===== src/rtl/riscv_pkg.sv =====
// ----------------------------------------------------------------------------
// riscv_pkg
// Shared types for the RV32 pipeline front end.
//   OPC_*      : major opcodes understood by the decoder
//   alu_op_e   : ALU operation select driven into EX
//   imm_src_e  : immediate format select for imm_extend
//   fd_entry_t : one fetch/decode queue entry {instr, pc, pc_plus4}
// ----------------------------------------------------------------------------
package riscv_pkg;

  // Width of the PC fields held in fd_entry_t.
  localparam int unsigned Xlen = 32;

  localparam logic [6:0] OPC_LOAD   = 7'b0000011;
  localparam logic [6:0] OPC_STORE  = 7'b0100011;
  localparam logic [6:0] OPC_OP     = 7'b0110011;
  localparam logic [6:0] OPC_OP_IMM = 7'b0010011;
  localparam logic [6:0] OPC_BRANCH = 7'b1100011;
  localparam logic [6:0] OPC_JAL    = 7'b1101111;

  typedef enum logic [2:0] {
    AluAdd = 3'b000,
    AluSub = 3'b001,
    AluAnd = 3'b010,
    AluOr  = 3'b011,
    AluXor = 3'b100,
    AluSlt = 3'b101,
    AluSll = 3'b110,
    AluSrl = 3'b111
  } alu_op_e;

  typedef enum logic [1:0] {
    ImmI = 2'b00,
    ImmS = 2'b01,
    ImmB = 2'b10,
    ImmJ = 2'b11
  } imm_src_e;

  typedef struct packed {
    logic [31:0]     instr;
    logic [Xlen-1:0] pc;
    logic [Xlen-1:0] pc_plus4;
  } fd_entry_t;

endpackage


===== src/rtl/controller.sv =====
// ----------------------------------------------------------------------------
// controller
// Main and ALU decoder for the supported RV32I subset.
//   op_i, funct3_i, funct7b5_i : instruction fields
//   reg_write_o, mem_write_o, jump_o, branch_o, alu_src_o, result_src_o
//                              : control bundle for later stages
//   imm_src_o                  : immediate format for imm_extend
//   alu_control_o              : ALU operation
//   illegal_o                  : opcode not supported (all controls stay 0)
// ----------------------------------------------------------------------------
module controller
  import riscv_pkg::*;
(
  input  logic [6:0] op_i,
  input  logic [2:0] funct3_i,
  input  logic       funct7b5_i,
  output logic       reg_write_o,
  output logic       mem_write_o,
  output logic       jump_o,
  output logic       branch_o,
  output logic       alu_src_o,
  output logic [1:0] result_src_o,
  output imm_src_e   imm_src_o,
  output alu_op_e    alu_control_o,
  output logic       illegal_o
);

  logic arith;

  always_comb begin
    reg_write_o   = 1'b0;
    mem_write_o   = 1'b0;
    jump_o        = 1'b0;
    branch_o      = 1'b0;
    alu_src_o     = 1'b0;
    result_src_o  = 2'b00;
    imm_src_o     = ImmI;
    alu_control_o = AluAdd;
    illegal_o     = 1'b0;
    arith         = 1'b0;

    case (op_i)
      OPC_LOAD: begin
        reg_write_o  = 1'b1;
        alu_src_o    = 1'b1;
        result_src_o = 2'b01;
      end
      OPC_STORE: begin
        mem_write_o = 1'b1;
        alu_src_o   = 1'b1;
        imm_src_o   = ImmS;
      end
      OPC_OP: begin
        reg_write_o = 1'b1;
        arith       = 1'b1;
      end
      OPC_OP_IMM: begin
        reg_write_o = 1'b1;
        alu_src_o   = 1'b1;
        arith       = 1'b1;
      end
      OPC_BRANCH: begin
        branch_o      = 1'b1;
        imm_src_o     = ImmB;
        alu_control_o = AluSub;
      end
      OPC_JAL: begin
        reg_write_o  = 1'b1;
        jump_o       = 1'b1;
        result_src_o = 2'b10;
        imm_src_o    = ImmJ;
      end
      default: illegal_o = 1'b1;
    endcase

    if (arith) begin
      case (funct3_i)
        // funct7[5] selects SUB only for register-register ops; on OP-IMM it is immediate data.
        3'b000:  alu_control_o = (op_i == OPC_OP && funct7b5_i) ? AluSub : AluAdd;
        3'b001:  alu_control_o = AluSll;
        3'b010:  alu_control_o = AluSlt;
        3'b100:  alu_control_o = AluXor;
        3'b101:  alu_control_o = AluSrl;
        3'b110:  alu_control_o = AluOr;
        3'b111:  alu_control_o = AluAnd;
        default: alu_control_o = AluAdd;
      endcase
    end
  end

endmodule


===== src/rtl/imm_extend.sv =====
// ----------------------------------------------------------------------------
// imm_extend
// Builds the sign-extended immediate for I/S/B/J formats.
//   instr_i   : instruction bits [31:7]
//   imm_src_i : immediate format
//   imm_ext_o : sign-extended immediate, Width bits
// ----------------------------------------------------------------------------
module imm_extend
  import riscv_pkg::*;
#(
  parameter int unsigned Width = 32
) (
  input  logic [31:7]      instr_i,
  input  imm_src_e         imm_src_i,
  output logic [Width-1:0] imm_ext_o
);

  logic [31:0] imm32;

  always_comb begin
    unique case (imm_src_i)
      ImmI: imm32 = {{20{instr_i[31]}}, instr_i[31:20]};
      ImmS: imm32 = {{20{instr_i[31]}}, instr_i[31:25], instr_i[11:7]};
      ImmB: imm32 = {{20{instr_i[31]}}, instr_i[7], instr_i[30:25], instr_i[11:8], 1'b0};
      ImmJ: imm32 = {{12{instr_i[31]}}, instr_i[19:12], instr_i[20], instr_i[30:21], 1'b0};
      default: imm32 = '0;
    endcase
  end

  assign imm_ext_o = Width'($signed(imm32));

endmodule


===== src/rtl/instr_queue.sv =====
// ----------------------------------------------------------------------------
// instr_queue
// Circular FIFO of fd_entry_t between fetch and decode.
//   clk_i, rst_i : clock, synchronous active-high reset
//   push_i       : write entry_i at tail
//   pop_i        : retire the head entry
//   flush_i      : drop every entry (wins over push/pop)
//   entry_i      : incoming entry
//   head_o       : entry at head (meaningless when empty_o)
//   count_o      : entries held
//   full_o       : count_o == Depth
//   empty_o      : count_o == 0
// ----------------------------------------------------------------------------
module instr_queue
  import riscv_pkg::*;
#(
  parameter  int unsigned Depth = 4,
  localparam int unsigned PtrW  = $clog2(Depth),
  localparam int unsigned CntW  = $clog2(Depth + 1)
) (
  input  logic            clk_i,
  input  logic            rst_i,
  input  logic            push_i,
  input  logic            pop_i,
  input  logic            flush_i,
  input  fd_entry_t       entry_i,
  output fd_entry_t       head_o,
  output logic [CntW-1:0] count_o,
  output logic            full_o,
  output logic            empty_o
);

  fd_entry_t       mem_q [Depth];
  logic [PtrW-1:0] head_q, head_d;
  logic [PtrW-1:0] tail_q, tail_d;
  logic [CntW-1:0] count_q, count_d;

  // Depth is a power of two, so pointer wrap is the natural overflow.
  always_comb begin
    head_d  = head_q;
    tail_d  = tail_q;
    count_d = count_q;
    if (flush_i) begin
      head_d  = tail_q;
      count_d = '0;
    end else begin
      if (push_i) tail_d = tail_q + PtrW'(1);
      if (pop_i)  head_d = head_q + PtrW'(1);
      if (push_i && !pop_i)      count_d = count_q + CntW'(1);
      else if (!push_i && pop_i) count_d = count_q - CntW'(1);
    end
  end

  always_ff @(posedge clk_i) begin
    if (rst_i) begin
      head_q  <= '0;
      tail_q  <= '0;
      count_q <= '0;
    end else begin
      head_q  <= head_d;
      tail_q  <= tail_d;
      count_q <= count_d;
    end
  end

  // Storage is not reset; empty_o masks its contents downstream.
  always_ff @(posedge clk_i) begin
    if (push_i && !flush_i) mem_q[tail_q] <= entry_i;
  end

  assign head_o  = mem_q[head_q];
  assign count_o = count_q;
  assign full_o  = (count_q == CntW'(Depth));
  assign empty_o = (count_q == '0);

endmodule


===== src/rtl/decode_queued.sv =====
// ----------------------------------------------------------------------------
// decode_queued
// Decode stage fed by a DEPTH-entry instruction queue instead of an IF/ID register.
//   clk, rst                  : clock, synchronous active-high reset
//   ValidF/ReadyF             : fetch handshake; InstrF, PCF, PCPlus4F fetch beat
//   StallD, FlushD            : hazard unit hold / discard-all (FlushD wins)
//   RegWriteW, RdW, ResultW   : writeback port into the register file
//   ValidD, IllegalD          : head present / head opcode unsupported
//   RegWriteD..ALUControlD    : control bundle (NOP when empty or illegal)
//   RD1D, RD2D                : operands, optional WB write-through
//   Rs1D, Rs2D, RdD           : raw register fields of the head
//   ExtImmD, PCD, PCPlus4D    : immediate and PCs of the head
//   CountD                    : entries held
// ----------------------------------------------------------------------------
module decode_queued
  import riscv_pkg::*;
#(
  parameter int unsigned XLEN      = 32,
  parameter int unsigned DEPTH     = 4,
  parameter bit          BYPASS_EN = 1'b1
) (
  input  logic                       clk,
  input  logic                       rst,
  input  logic                       ValidF,
  output logic                       ReadyF,
  input  logic [31:0]                InstrF,
  input  logic [XLEN-1:0]            PCF,
  input  logic [XLEN-1:0]            PCPlus4F,
  input  logic                       StallD,
  input  logic                       FlushD,
  input  logic                       RegWriteW,
  input  logic [4:0]                 RdW,
  input  logic [XLEN-1:0]            ResultW,
  output logic                       ValidD,
  output logic                       IllegalD,
  output logic                       RegWriteD,
  output logic                       MemWriteD,
  output logic                       JumpD,
  output logic                       BranchD,
  output logic                       ALUSrcD,
  output logic [1:0]                 ResultSrcD,
  output alu_op_e                    ALUControlD,
  output logic [XLEN-1:0]            RD1D,
  output logic [XLEN-1:0]            RD2D,
  output logic [4:0]                 Rs1D,
  output logic [4:0]                 Rs2D,
  output logic [4:0]                 RdD,
  output logic [XLEN-1:0]            ExtImmD,
  output logic [XLEN-1:0]            PCD,
  output logic [XLEN-1:0]            PCPlus4D,
  output logic [$clog2(DEPTH+1)-1:0] CountD
);

  logic      push, pop, q_full, q_empty;
  fd_entry_t entry_in, head;

  assign ValidD = ~q_empty;
  assign pop    = ValidD & ~StallD;
  // A full queue still accepts when the head leaves this cycle.
  assign ReadyF = ~q_full | pop;
  assign push   = ValidF & ReadyF & ~FlushD;

  assign entry_in = '{instr: InstrF, pc: Xlen'(PCF), pc_plus4: Xlen'(PCPlus4F)};

  instr_queue #(
    .Depth (DEPTH)
  ) u_queue (
    .clk_i   (clk),
    .rst_i   (rst),
    .push_i  (push),
    .pop_i   (pop),
    .flush_i (FlushD),
    .entry_i (entry_in),
    .head_o  (head),
    .count_o (CountD),
    .full_o  (q_full),
    .empty_o (q_empty)
  );

  logic       c_reg_write, c_mem_write, c_jump, c_branch, c_alu_src, c_illegal;
  logic [1:0] c_result_src;
  imm_src_e   c_imm_src;
  alu_op_e    c_alu_control;

  controller u_controller (
    .op_i          (head.instr[6:0]),
    .funct3_i      (head.instr[14:12]),
    .funct7b5_i    (head.instr[30]),
    .reg_write_o   (c_reg_write),
    .mem_write_o   (c_mem_write),
    .jump_o        (c_jump),
    .branch_o      (c_branch),
    .alu_src_o     (c_alu_src),
    .result_src_o  (c_result_src),
    .imm_src_o     (c_imm_src),
    .alu_control_o (c_alu_control),
    .illegal_o     (c_illegal)
  );

  logic [XLEN-1:0] imm_ext;

  imm_extend #(
    .Width (XLEN)
  ) u_imm_extend (
    .instr_i   (head.instr[31:7]),
    .imm_src_i (c_imm_src),
    .imm_ext_o (imm_ext)
  );

  // Register file; x0 is never written and always reads zero.
  logic [XLEN-1:0] rf_q [32];
  logic            wb_hit;

  assign wb_hit = RegWriteW && (RdW != 5'd0);

  always_ff @(posedge clk) begin
    if (wb_hit) rf_q[RdW] <= ResultW;
  end

  logic [4:0]      rs1, rs2;
  logic [XLEN-1:0] rd1, rd2;

  assign rs1 = head.instr[19:15];
  assign rs2 = head.instr[24:20];

  always_comb begin
    rd1 = (rs1 == 5'd0) ? '0 : rf_q[rs1];
    rd2 = (rs2 == 5'd0) ? '0 : rf_q[rs2];
    // Write-through lets a same-cycle WB value reach decode without a stall.
    if (BYPASS_EN && wb_hit && (RdW == rs1)) rd1 = ResultW;
    if (BYPASS_EN && wb_hit && (RdW == rs2)) rd2 = ResultW;
  end

  always_comb begin
    IllegalD    = 1'b0;
    RegWriteD   = 1'b0;
    MemWriteD   = 1'b0;
    JumpD       = 1'b0;
    BranchD     = 1'b0;
    ALUSrcD     = 1'b0;
    ResultSrcD  = 2'b00;
    ALUControlD = AluAdd;
    RD1D        = '0;
    RD2D        = '0;
    Rs1D        = '0;
    Rs2D        = '0;
    RdD         = '0;
    ExtImmD     = '0;
    PCD         = '0;
    PCPlus4D    = '0;
    if (ValidD) begin
      IllegalD = c_illegal;
      if (!c_illegal) begin
        RegWriteD   = c_reg_write;
        MemWriteD   = c_mem_write;
        JumpD       = c_jump;
        BranchD     = c_branch;
        ALUSrcD     = c_alu_src;
        ResultSrcD  = c_result_src;
        ALUControlD = c_alu_control;
      end
      RD1D     = rd1;
      RD2D     = rd2;
      Rs1D     = rs1;
      Rs2D     = rs2;
      RdD      = head.instr[11:7];
      ExtImmD  = imm_ext;
      PCD      = XLEN'(head.pc);
      PCPlus4D = XLEN'(head.pc_plus4);
    end
  end

endmodule


===== config.mk =====
export PLATFORM = sky130hd
export DESIGN_NAME = decode_queued
export DESIGN_NICKNAME = d
export VERILOG_FILES = /design/src/rtl/riscv_pkg.sv /design/src/rtl/controller.sv /design/src/rtl/imm_extend.sv /design/src/rtl/instr_queue.sv /design/src/rtl/decode_queued.sv
export SDC_FILE = /design/constraint.sdc
export NUM_CORES = 2
export LEC_CHECK = 0
export BUFFER_PORTS_ARGS = -buffer_cell sky130_fd_sc_hd__buf_2
export CAP_MARGIN = 15
export CORE_MARGIN = 5
export CORE_UTILIZATION = 41
export DETAILED_ROUTE_END_ITERATION = 8
export SLEW_MARGIN = 15
export SYNTH_ARGS = -nofsm -noshare
export SYNTH_HDL_FRONTEND = slang
export SYNTH_SLANG_ARGS = --single-unit

===== constraint.sdc =====
create_clock -name clk -period 11.7 [get_ports clk]
set_input_delay 1.17 -clock clk [delete_from_list [all_inputs] [get_ports clk]]
set_output_delay 1.17 -clock clk [all_outputs]
set_load 0.01 [all_outputs]

* After elaboration in Yosys (flattened, before gate mapping) *
Memory sizes are Yosys's and may differ from the RTL's. A register that Yosys moved wholly into a read port is not among the register bits.
Index checks and enable logic that the tools add are counted.

word-level totals
  bits in registers = 7
  memory bits (writable) = 1408
  input port bits = 139
  output and inout bits = 191
  word-level logic and storage cells = 110
  memories kept = 2

operators by class
  $add $sub $neg = 4
  eq/ne operators = 18
  muxes and demuxes = 51
  bitwise logic cells = 8
  reduce and logical (&&, ||, !) cells = 24

memory list
  memory         depth  bits a word  rd ports  clocked after Yosys merged registers in  write ports  RTL line              text
  rf_q           32     32           2         0                                        1            decode_queued.sv:111  logic [XLEN-1:0] rf_q [32];
  u_queue.mem_q  4      96           1         1                                        1            instr_queue.sv:33     fd_entry_t mem_q [Depth];

operator list
  operator                                                               number
  32-bit 2-to-1 mux                                                      9
  32-bit case mux with 4 select lines                                    1
  1-bit 2-to-1 mux                                                       24
  3-bit case mux with 7 select lines                                     1
  3-bit equality test, second input constant                             5
  3-bit 2-to-1 mux                                                       5
  5-bit 2-to-1 mux                                                       3
  7-bit by 6-bit equality test with 1-bit output, second input constant  2
  7-bit equality test, second input constant                             2
  2-bit 2-to-1 mux                                                       6
  5-bit equality test                                                    2
  5-bit zero test                                                        2
  7-bit by 2-bit equality test with 1-bit output, second input constant  1
  7-bit by 5-bit equality test with 1-bit output, second input constant  1
  1-bit logical AND                                                      7
  3-bit zero test                                                        2
  2-bit case mux with 3 select lines                                     1
  6-bit OR reduction                                                     1
  5-bit nonzero test                                                     1
  2-bit by 1-bit adder with 2-bit output, second input constant          2
  2-bit equality test, second input constant                             2
  1-bit inverter                                                         4
  2-bit case mux with 2 select lines                                     1
  2-bit nonzero test                                                     2
  other kinds (13)                                                       18

* Depth between registers and ports, before layout *
  depth in word-level cells = 10
  gate-level depth with buffers = 12
  depth with buffers taken out = 10

* Cells and area by module *
Synthesis repeated with hierarchy kept, for this count alone.

second synthesis, totals
  cells, all modules = 3116
  area total of the unflattened synthesis = 63677.3 um2

modules (own cells, without submodules)
  module         instances  cells an instance  area each (um2)  seq. area each (um2)
  decode_queued  1          2501               48881.9          30749.5
  instr_queue    1          548                14296.2          11711.2
  imm_extend     1          39                 322.8            0.0
  controller     1          28                 176.4            0.0

* Worst setup path after synthesis *
Ideal clock, no wire load.

  path type = input to register
  start = input port FlushD
  end = memory u_queue.mem_q[0][0] in the netlist's numbering, enable pin
  setup time = 466 ps
  data arrival time = 4022 ps
  required time = 11234 ps
  path slack = 7212 ps
  stages on the path = 4
  buffers on the path = 2
  cells stage by stage = clkbuf_1 and3b_1 clkbuf_1 and2_1

on the way
  word-level cells in the longest chain between the ends = 5
  elaborated cells on any way between the ends = 6
  those cells by class = 2 x mux; 2 x bitwise; 2 x reduce/logical

RTL lines
  what                                      RTL line             text
  start: declaration                        decode_queued.sv:30  input logic FlushD,
  1-bit inverter (no source line)           -
  1-bit AND                                 decode_queued.sv:61  assign push = ValidF & ReadyF & ~FlushD;
  1-bit logical AND *                       instr_queue.sv:68    if (push_i && !flush_i) mem_q[tail_q] <= entry_i;
  1-bit 2-to-1 mux *                        instr_queue.sv:68
  1-bit 2-to-1 mux (implied by the code) *  instr_queue.sv:68
  end: declaration                          instr_queue.sv:33

Every way passes the cells marked *; elsewhere a longest branch is shown, timed or not.

==> qor.csv <==
stage,metric,value,unit
yosys,cells after synthesis,4006,
cells_and_area,sequential cell area,0.0425,mm^2
setup_path,peak fanout along the critical path,59,
yosys,largest family of logic cells by synthesized area,multiplexers,
cts,post-CTS sizing,0,
place,Post-Place Cells,6198,
detailed_routing,drt wl/cell,31.1,um
cells_and_area,Multi-input gate area,0.0216,mm^2
detailed_routing,vias per cell,6.12,
yosys,Synth area leader,edfxtp_1,
detailed_routing,"antenna viol nets, final",0,
place,Placement Cell Area,0.0690,mm^2
floorplanning,Std-Cell Rows,146,
yosys,"top cells by area, synth","edfxtp_1 65%, mux4_2 12%, mux2i_1 6.7%, nand2_1 2.8%, mux2_2 1.7%",
timing,max_slew headroom,25.3,%
cts,TritonCTS clock tree,done,
power,worst vdd ir,0.000183,V
yosys,Post-synth EDFFs,1408,
setup_path,Top delay family on crit path,buffers and inverters,
floorplanning,I/O pin total,330,
setup_path,crit end category,primary output,
cts,"CTS clk-pin slew, worst paths",0.05,ns
setup_path,sequence of cells on the critical path,buf_4 > mux4_4 > buf_4 > and2_2 > buf_4 > a32o_1 > a221oi_1 > o211ai_1 > buf_2,
setup_path,Worst Path Required,10.53,ns
floorplanning,Die Ht,409,um
global_route,global-route wire length before repair,286000,um
yosys,sequential element share of the synthesized area,65.1,%
setup_path,Worst path most repeated cell,buf_4,
cells_and_area,area grow syn2layout,13.1,%
yosys,count of yosys warnings during synthesis,0,
power,Lkg Pwr,25.0,nW
yosys,Synth top area share,64.8,%
place,HPWL after DPL,113000,um
yosys,post-synth cell types,59,
cts,Post CTS Setup Buffer Count,0,
timing,measured slew at the worst slew-check pin,1.12,ns
yosys,top-count cell post-synth,edfxtp_1,
global_route,vias in the first global route,39138,
yosys,Synth Flop Type,edfxtp_1,
yosys,Post-synth top cells,"1408 x edfxtp_1, 484 x nand2_1, 434 x mux2i_1",
setup_path,crit start category,flop,
cts,Post-CTS Hold Fix Bufs,0,
detailed_routing,DR iter-0 viols,4672,
setup_path,Crit path largest cell delay,1.04,ns
place,RePlAce Congestion,0.793,
global_route,overflow left after global routing,0,
floorplanning,Die X,409,um
outcome,run status,completed,
timing,skew final,0.0184,ns
timing,fin crit share,63.1,%
cells_and_area,fin area,0.0738,mm^2
setup_path,slowest cell on the critical path,mux4_4,
yosys,cell area after synthesis,0.0652,mm^2
cts,worst-case clock buffer depth,3,
min_path,Hold WC Path Type,flop to flop,
global_route,Overall Global Routing Usage,23.6,%
detailed_routing,via count,39712,
cts,"Clk Latency, worst-skew pair",0.78,ns
floorplanning,die area,0.167,mm^2
cts,CTS sink count,1417,
yosys,"Async S/R FF share, synth",0,%
yosys,Post-Synth Simple-Gate Area,6.28,%
detailed_routing,DR DRC count,0,
setup_path,FF-to-FF setup slack,8.76,ns
global_route,number of antenna violations at the first check in global routing,38,
job,max_cap viols,0,
cells_and_area,fin cells,6486,
yosys,xor/xnor share of the synthesized area,0.215,%
detailed_routing,drt pass-1 iters,5,
floorplanning,total core area,0.158,mm^2
timing,Final TNS setup,0,ns
place,input/output buffers,329,
timing,RSZ-0062 raised after global routing,no,
yosys,Synth Area in Compound Gates,5.32,%
cts,CTS root buf,clkbuf_16,
cells_and_area,Final nets,4422,
global_route,pin count of the biggest net entering global routing,131,
setup_path,critical path arrival,6.22,ns
timing,Final setup violation count,0,
cells_and_area,Final Core Density,46.6,%
timing,Fmax,0.135,GHz
setup_path,critical setup path kind,flop to primary output,
yosys,Adder-Cell Fraction of Synth Area,0.127,%
timing,minimum clock period,7.39,ns
cells_and_area,share of post-route cells with drive strength above 1,26.3,%
floorplanning,Starting Density,41.2,%
power,pwr dens,163,mW/mm^2
setup_path,"Buf+Inv Stages, Crit Path",4,
cts,CTS buffer count,149,
yosys,mux cell area share after synthesis,20.4,%
cells_and_area,FILL cells,13543,
yosys,Mapped Avg Cell Area,16.3,um^2
timing,"Slew Viols, Final",0,
detailed_routing,total routed wirelength,201000,um
cts,H-tree Lvls,4,
timing,Hold Fails Final Rpt,0,
yosys,register bit total from synthesis,1417,
==> power by group <==
part           switching, mW  total (mW)  internal, mW
registers             0.0349        5.71          5.67
clock network           1.98        4.65          2.67
logic                   1.04        1.65         0.609
total                   3.05        12.0          8.95
==> stage by stage <==
stage	power, mW	setup WS, ns	hold slack [ns]
floorplan	6.86	7.21	0.538
global placement	7.45	5.20	0.568
detailed placement	7.46	5.13	0.577
CTS	12.1	4.26	0.535
global route	12.4	4.16	0.561
finish	12.0	4.31	0.588
==> worst paths after layout <==
| path | start | end | depth (start not counted) |
|---|---|---|---|
| min | u_queue.tail_q[0] | u_queue.tail_q[0] | 2 |
| max | flop | RD2D[27] | 9 |
| min reg2reg | u_queue.tail_q[0] | u_queue.tail_q[0] | 2 |
| max reg2reg | u_queue.count_o[0] | u_queue.mem_q[2][10] | 5 |
==> placed cells by master (no fill, tap or decap), drive strengths merged, types with 65 or more instances in the layout <==
master,count
edfxtp,1408
nand2,484
mux2i,434
buf,413
mux4,348
clkbuf,184
nand3,163
mux2,101
o211ai,94
and2,91
nor2b,72
a211oi,68
clkinv,68
o21ai,65
==> routing by layer <==
layer  wire, um  track usage, %  up-vias  part of all wire (%)
li1           -               -    16586                     -
met1      80200            31.5    20748                    40
met2      96900            38.5     1944                    48
met3      16600            4.52      432                   8.2
met4       7680            8.63        2                   3.8
met5         13               0        -                0.0065
==> state kept, by name, indices dropped and copies added (netlist names), named ones only <==
signal / flops
u_queue.mem_q: 384
rf_q: 1024
u_queue.head_q: 2
u_queue.count_o: 3
u_queue.tail_q: 2
==> worst reg2reg max path, delay by kind of cell (launching register included) <==
family / cells / cell delay [ns]
and+or+nand+nor: 4 / 1.25
buffers and inverters: 1 / 0.80
DFF: 1 / 0.45
==> final cells by class <==
type                            count  share of cell area, %
Tap cell                         2072                   3.51
Clock buffer                      184                   5.40
Antenna cell                       14                 0.0475
Multi-Input combinational cell   2289                   29.3
Sequential cell                  1417                   57.6
Timing Repair Buffer              413                   3.14
Inverter                            7                 0.0424
Clock inverter                     90                   1.03
==> logic make-up after synthesis <==
group | after synthesis
XOR/XNOR | 16
multiplexers | 883
buffers and inverters | 331
AND/OR/NAND/NOR | 903
adder cells (fa/ha/maj) | 6
AO/OA/AOI/OAI | 449
flip-flops | 1417
other | 1
Note: power is estimated with default switching activity, not from simulation.
